`src/rtl/mem_access_arbiter_pkg.sv`:
```
// Shared definitions for the memory access arbiter: default sizing and FSM encoding.
package mem_arb_pkg;

  localparam int DEF_NREQ    = 3;
  localparam int DEF_AW      = 32;
  localparam int DEF_DW      = 32;
  localparam int DEF_TIMEOUT = 255;

  localparam logic [1:0] S_IDLE  = 2'd0;
  localparam logic [1:0] S_ISSUE = 2'd1;
  localparam logic [1:0] S_WAIT  = 2'd2;
  localparam logic [1:0] S_RESP  = 2'd3;

  typedef enum logic [1:0] {
    ST_IDLE  = S_IDLE,
    ST_ISSUE = S_ISSUE,
    ST_WAIT  = S_WAIT,
    ST_RESP  = S_RESP
  } state_e;

  // Width of a requester index; at least one bit even for a single requester.
  function automatic int idx_w(input int n);
    return (n > 1) ? $clog2(n) : 1;
  endfunction

endpackage

```
`src/rtl/mem_access_arbiter_rr_picker.sv`:
```
// Combinational round-robin picker: first set request at or after ptr_i, wrapping.
module rr_picker
  import mem_arb_pkg::*;
#(
  parameter int  NREQ = DEF_NREQ,
  localparam int IW   = idx_w(NREQ)
) (
  input  logic [NREQ-1:0] req_i,
  input  logic [IW-1:0]   ptr_i,
  output logic [NREQ-1:0] grant_o,
  output logic [IW-1:0]   idx_o,
  output logic            any_o
);

  always_comb begin
    logic [IW-1:0] cand;
    cand    = '0;
    grant_o = '0;
    idx_o   = '0;
    any_o   = 1'b0;
    for (int k = 0; k < NREQ; k++) begin
      cand = IW'((int'(ptr_i) + k) % NREQ);
      if (!any_o && req_i[cand]) begin
        any_o       = 1'b1;
        grant_o[cand] = 1'b1;
        idx_o       = cand;
      end
    end
  end

endmodule

```
`src/rtl/mem_access_arbiter.sv`:
```
// Round-robin arbiter sequencing one outstanding access at a time to an external
// memory controller: IDLE (accept) -> ISSUE (strobe) -> WAIT (done/timeout) -> RESP.
module mem_access_arbiter
  import mem_arb_pkg::*;
#(
  parameter int NREQ    = DEF_NREQ,
  parameter int AW      = DEF_AW,
  parameter int DW      = DEF_DW,
  parameter int TIMEOUT = DEF_TIMEOUT
) (
  input  logic             clk,
  input  logic             reset,
  input  logic [NREQ-1:0]  req_valid,
  input  logic [NREQ-1:0]  req_we,
  input  logic [NREQ*AW-1:0] req_addr,
  input  logic [NREQ*DW-1:0] req_wdata,
  output logic [NREQ-1:0]  req_ready,
  output logic [NREQ-1:0]  rsp_valid,
  output logic [DW-1:0]    rsp_rdata,
  output logic             rsp_err,
  output logic [AW-1:0]    mem_addr,
  output logic [DW-1:0]    mem_wdata,
  output logic             mem_write,
  output logic             mem_read,
  input  logic [DW-1:0]    mem_rdata,
  input  logic             mem_done,
  output logic             busy,
  output logic [1:0]       state_dbg
);

  localparam int IW = idx_w(NREQ);
  localparam int CW = $clog2(TIMEOUT + 1);
  localparam logic [NREQ-1:0] ONE = NREQ'(1);

  // Handshake: a request is taken in the IDLE cycle where req_ready[i] pulses while
  // req_valid[i] is high; after that the requester's inputs are ignored until RESP,
  // which pulses rsp_valid[i] exactly once per accepted request.

  state_e          state_q, state_d;
  logic [IW-1:0]   rr_q, rr_d, owner_q, owner_d;
  logic            we_q, we_d, err_q, err_d;
  logic [AW-1:0]   addr_q, addr_d;
  logic [DW-1:0]   wdata_q, wdata_d, rdata_q, rdata_d;
  logic [CW-1:0]   cnt_q, cnt_d, cnt_inc;

  logic [NREQ-1:0] win_oh;
  logic [IW-1:0]   win_idx;
  logic            win_any;

  rr_picker #(.NREQ(NREQ)) u_picker (
    .req_i   (req_valid),
    .ptr_i   (rr_q),
    .grant_o (win_oh),
    .idx_o   (win_idx),
    .any_o   (win_any)
  );

  // Saturating so a long stall can never wrap back below TIMEOUT.
  assign cnt_inc = (cnt_q == '1) ? cnt_q : cnt_q + 1'b1;

  always_comb begin
    state_d = state_q;
    rr_d    = rr_q;
    owner_d = owner_q;
    we_d    = we_q;
    addr_d  = addr_q;
    wdata_d = wdata_q;
    cnt_d   = cnt_q;
    rdata_d = rdata_q;
    err_d   = err_q;
    case (state_q)
      ST_IDLE: begin
        if (win_any) begin
          owner_d = win_idx;
          we_d    = req_we[win_idx];
          addr_d  = req_addr[int'(win_idx)*AW +: AW];
          wdata_d = req_wdata[int'(win_idx)*DW +: DW];
          state_d = ST_ISSUE;
        end
      end
      ST_ISSUE: begin
        cnt_d   = '0;
        state_d = ST_WAIT;
      end
      ST_WAIT: begin
        cnt_d = cnt_inc;
        // mem_done is checked first so it wins a same-cycle timeout.
        if (mem_done) begin
          rdata_d = we_q ? '0 : mem_rdata;
          err_d   = 1'b0;
          state_d = ST_RESP;
        end else if (cnt_inc == CW'(TIMEOUT)) begin
          rdata_d = '0;
          err_d   = 1'b1;
          state_d = ST_RESP;
        end
      end
      ST_RESP: begin
        rr_d    = (owner_q == IW'(NREQ - 1)) ? '0 : owner_q + 1'b1;
        state_d = ST_IDLE;
      end
      default: state_d = ST_IDLE;
    endcase
  end

  always_ff @(posedge clk) begin
    if (reset) begin
      state_q <= ST_IDLE;
      rr_q    <= '0;
      owner_q <= '0;
      we_q    <= 1'b0;
      addr_q  <= '0;
      wdata_q <= '0;
      cnt_q   <= '0;
      rdata_q <= '0;
      err_q   <= 1'b0;
    end else begin
      state_q <= state_d;
      rr_q    <= rr_d;
      owner_q <= owner_d;
      we_q    <= we_d;
      addr_q  <= addr_d;
      wdata_q <= wdata_d;
      cnt_q   <= cnt_d;
      rdata_q <= rdata_d;
      err_q   <= err_d;
    end
  end

  assign req_ready = (state_q == ST_IDLE && !reset) ? win_oh : '0;
  assign mem_read  = (state_q == ST_ISSUE) && !we_q;
  assign mem_write = (state_q == ST_ISSUE) && we_q;
  assign rsp_valid = (state_q == ST_RESP) ? (ONE << owner_q) : '0;
  assign rsp_rdata = (state_q == ST_RESP) ? rdata_q : '0;
  assign rsp_err   = (state_q == ST_RESP) && err_q;
  assign mem_addr  = addr_q;
  assign mem_wdata = wdata_q;
  assign busy      = (state_q != ST_IDLE);
  assign state_dbg = state_q;

endmodule
```
`config.mk`:
```
export PLATFORM = sky130hd
export DESIGN_NAME = mem_access_arbiter
export DESIGN_NICKNAME = d
export VERILOG_FILES = /design/src/rtl/mem_access_arbiter_pkg.sv /design/src/rtl/mem_access_arbiter_rr_picker.sv /design/src/rtl/mem_access_arbiter.sv
export SDC_FILE = /design/constraint.sdc
export NUM_CORES = 1
export LEC_CHECK = 0
export BUFFER_PORTS_ARGS = -buffer_cell sky130_fd_sc_hd__buf_2
export CAP_MARGIN = 20
export CORE_ASPECT_RATIO = 0.75
export CORE_MARGIN = 10
export CORE_UTILIZATION = 50
export CTS_BUF_LIST = sky130_fd_sc_hd__clkbuf_4 sky130_fd_sc_hd__clkbuf_8
export DETAILED_ROUTE_END_ITERATION = 10
export GPL_ROUTABILITY_DRIVEN = 0
export GPL_TIMING_DRIVEN = 0
export PLACE_DENSITY_LB_ADDON = 0.3
export SLEW_MARGIN = 20
export SYNTH_ARGS = -nofsm -noshare
export SYNTH_HDL_FRONTEND = slang
export SYNTH_SLANG_ARGS = --single-unit
```
`constraint.sdc`:
```
create_clock -name clk -period 6.5 [get_ports clk]
set_input_delay 0.65 -clock clk [delete_from_list [all_inputs] [get_ports clk]]
set_output_delay 0.65 -clock clk [all_outputs]
set_load 0.05 [all_outputs]
```
==> qor.yml <==
syn_nets: 930
endpoint_kind: "output port"
crit_chain: "inv_1 -> ha_1 -> buf_2 -> nor4bb_1 -> a31oi_1 -> o21ai_0 -> a22oi_1 -> a21oi_1 -> buf_2"
first_pass_iters: 5
drtIter0Drc: 627
min_from: "mem_rdata[21]"
crit_end: "req_ready[0]"
p_per_area_mw_per_mm2: 356.7
overflow: 0
num_rows: 35
crit_top_cell: "buf_2"
fillers: 1048
nets: 1279
yosysTopAreaCell: "dfxtp_1"
critPathMaxFanout: 10
cp-startpoint: "rr_q[0]"
yosysSeqAreaShare: 0.3557
setup_tns_ns: 0
async_reset_ff_frac: 0
netlist_area_mm2: 0.006304
vias_per_cell: 5.717
rsz0062_at_grt: "false"
dp_hpwl_um: 19560
maxCapViolCount: 0
syn2layout_area_growth_pct: 33.39
path_clk_slew_ns: 0.12
post_drt_wl_per_cell_um: 19.95
fin_crit_sh: 0.5202
clk_latency_ns: 0.39
total_power_mw: 2.999
yosysWarnings: 0
vias: 6917
setup_slack_ns: 3.119
crit_family: "compound AO/OA/AOI/OAI gates"
ctsHoldBuffers: 0
path_depth: 9
tritoncts.num_buffers: 9
path_class: "flip-flop to output port"
postCtsSetupRepairBufs: 0
fmax_ghz: 0.2957
reg2reg_to: "mem_addr[14]"
final_layout_size_suffix_gt1_frac: 0.3900
cts_resized: 0
drc_errors: 0
synth_enable_flop_cells: 0
tightestPinTransition_ns: 0.8702
synthFlopType: "dfxtp_1"
syn-mean-instance-area_um2: 9.175
synth.area.top_cells: "dfxtp_1 36%, nand3b_1 7.7%, mux2i_1 6.0%"
cp_data_required_time_ns: 5.85
multi_input_area_mm2: 0.003692
numPortBuffers: 338
core_mm2: 0.01231
antenna_found_initial: 2
crit_path_max_incr_delay_ns: 0.41
grt_start_max_net_pins: 22
status: "finished, final reports clean"
cts_tree: "yes"
place_ws_ns: 3.362
cp_data_arrival_time_ns: 2.73
dieHeight_um: 117.2
antenna_left: 0
clock-root-buffer: "clkbuf_8"
seqCellArea_mm2: 0.002242
fin_skew_ns: 0.01070
slew_headroom: 0.4145
synth-seq-cells: 112
cp_num_buf_inv: 3
r2r-start: "rr_q[0]"
synth_common_cells: "112 x dfxtp_1, 65 x nand3b_1, 54 x clkbuf_1, 45 x nor2_1, 38 x mux2i_1"
finalHoldViolations: 0
setup_violations: 0
cts.sinks: 112
clk_path_buf_depth: 2
syn_inst: 687
layout_min_cycle_time_ns: 3.381
slew_viol_final: 0
die-area_mm2: 0.01755
synth_cell_types: 50
die_x_um: 149.7
io_pins: 341
yosysTopAreaCellShare: 0.3557
yosysMostFrequentCell: "dfxtp_1"
reg2regPathDepth: 10
vdd_ir_drop_max_mv: 0.2703
wirelength_um: 24140
min_path_type: "input pin to flip-flop"
start_kind: "flip-flop"
r2r_slack_ns: 3.32
grt_pass1_vias: 6926
start_util: 0.5123
track_usage: 0.2565
cts_max_level: 3
total_leakage_power_nw: 3.913
crit_slowest_cell: "dfxtp_1"
grt_pass1_wl_um: 35990
layer usage:
metal,GRT usage,wire length [µm],vias up,part of all wire
met1,0.3171,10090,3266,0.42
met4,0.06848,338,0,0.014
met3,0.07607,2217,21,0.092
met2,0.4282,11500,319,0.48
met5,0,0,-,0
li1,-,-,3311,-
cell usage in the layout, fill, tap and decap left out, types with 3 or more instances in the layout:
master,synthesis,final
nor2b_1,5,5
o211ai_2,30,30
buf_6,4,4
mux2i_1,38,38
nor3_1,5,5
clkbuf_8,0,9
nor2_1,45,45
buf_4,3,3
a22oi_1,4,4
a211oi_1,33,33
buf_2,10,348
inv_1,13,13
ha_1,10,10
a21oi_1,12,12
nand2_1,15,15
nand2b_1,6,6
nand3_1,6,6
and3_1,29,29
a31oi_1,5,5
dfxtp_1,112,112
nand3b_1,65,65
o31ai_1,32,32
o21ai_0,8,8
diode_2,0,3
nand4b_1,37,37
o211ai_1,8,8
and2_1,35,35
a22o_1,34,34
clkbuf_1,54,54
cells by family (layout without fill, tap and decap cells):
family                     Yosys count  count (layout)  synth area share
DFF                                112             112            0.3557
and+or+nand+nor                    261             261            0.2628
muxes                               38              38           0.06034
other                                0               3                 0
adders and majority gates           10              10           0.01985
buffers and inverters               84             438           0.05855
AOI/OAI and AO/OA                  182             182            0.2428
area by class of cell:
class / count / share of cell area
diodes: 3 / 0.0008929
plain buffers: 71 / 0.03810
clock buffers: 9 / 0.01473
clock inverters: 7 / 0.008780
inverters: 13 / 0.005804
multi-input cells: 491 / 0.4391
flip-flops and latches: 112 / 0.2667
well taps: 166 / 0.02470
repair buffers: 338 / 0.2012
registers in the layout, summed over array words and instances, names as in the netlist:
name,count
err_q,1
owner_q,2
cnt_q,8
mem_addr,32
rdata_q,32
mem_wdata,32
rr_q,2
we_q,1
state_dbg,2
worst reg2reg max path: cells and delay by family, from the launching register on:
| kind | cells | cell delay, ns |
|---|---|---|
| DFF | 1 | 0.41 |
| buffers and inverters | 4 | 0.99 |
| AOI/OAI and AO/OA | 4 | 1.01 |
| adders and majority gates | 1 | 0.35 |
| and+or+nand+nor | 1 | 0.31 |
through the flow:
stage	utilization	cell area [µm²]	cells	hold slack, ns
6_report	0.6833	8408	1210	0.4731
5_1_grt	0.6831	8406	1209	0.4613
4_1_cts	0.6827	8401	1207	0.4610
3_5_place_dp	0.6666	8203	1191	0.4464
3_3_place_gp	0.6666	8203	1191	0.4481
2_1_floorplan	-	6304	687	0.4342
report_power, final:
| part | internal (mW) | leakage, nW | total (mW) | switching [mW] |
|---|---|---|---|---|
| sequential | 0.860 | 0.917 | 0.966 | 0.106 |
| combinational | 0.439 | 2.90 | 1.61 | 1.17 |
| clock | 0.153 | 0.101 | 0.423 | 0.271 |
| total | 1.45 | 3.91 | 3.00 | 1.55 |
worst min path at each step:
stage	endpoint	slack, ns	depth (start not counted)
after floorplan	rdata_q[10]	0.43	1
after global placement	rdata_q[2]	0.45	1
after detailed placement	rdata_q[11]	0.45	1
after CTS	rdata_q[21]	0.46	2
after global routing	rdata_q[19]	0.46	2
final	rdata_q[21]	0.47	2
Note: power is estimated with default switching activity, not from simulation.
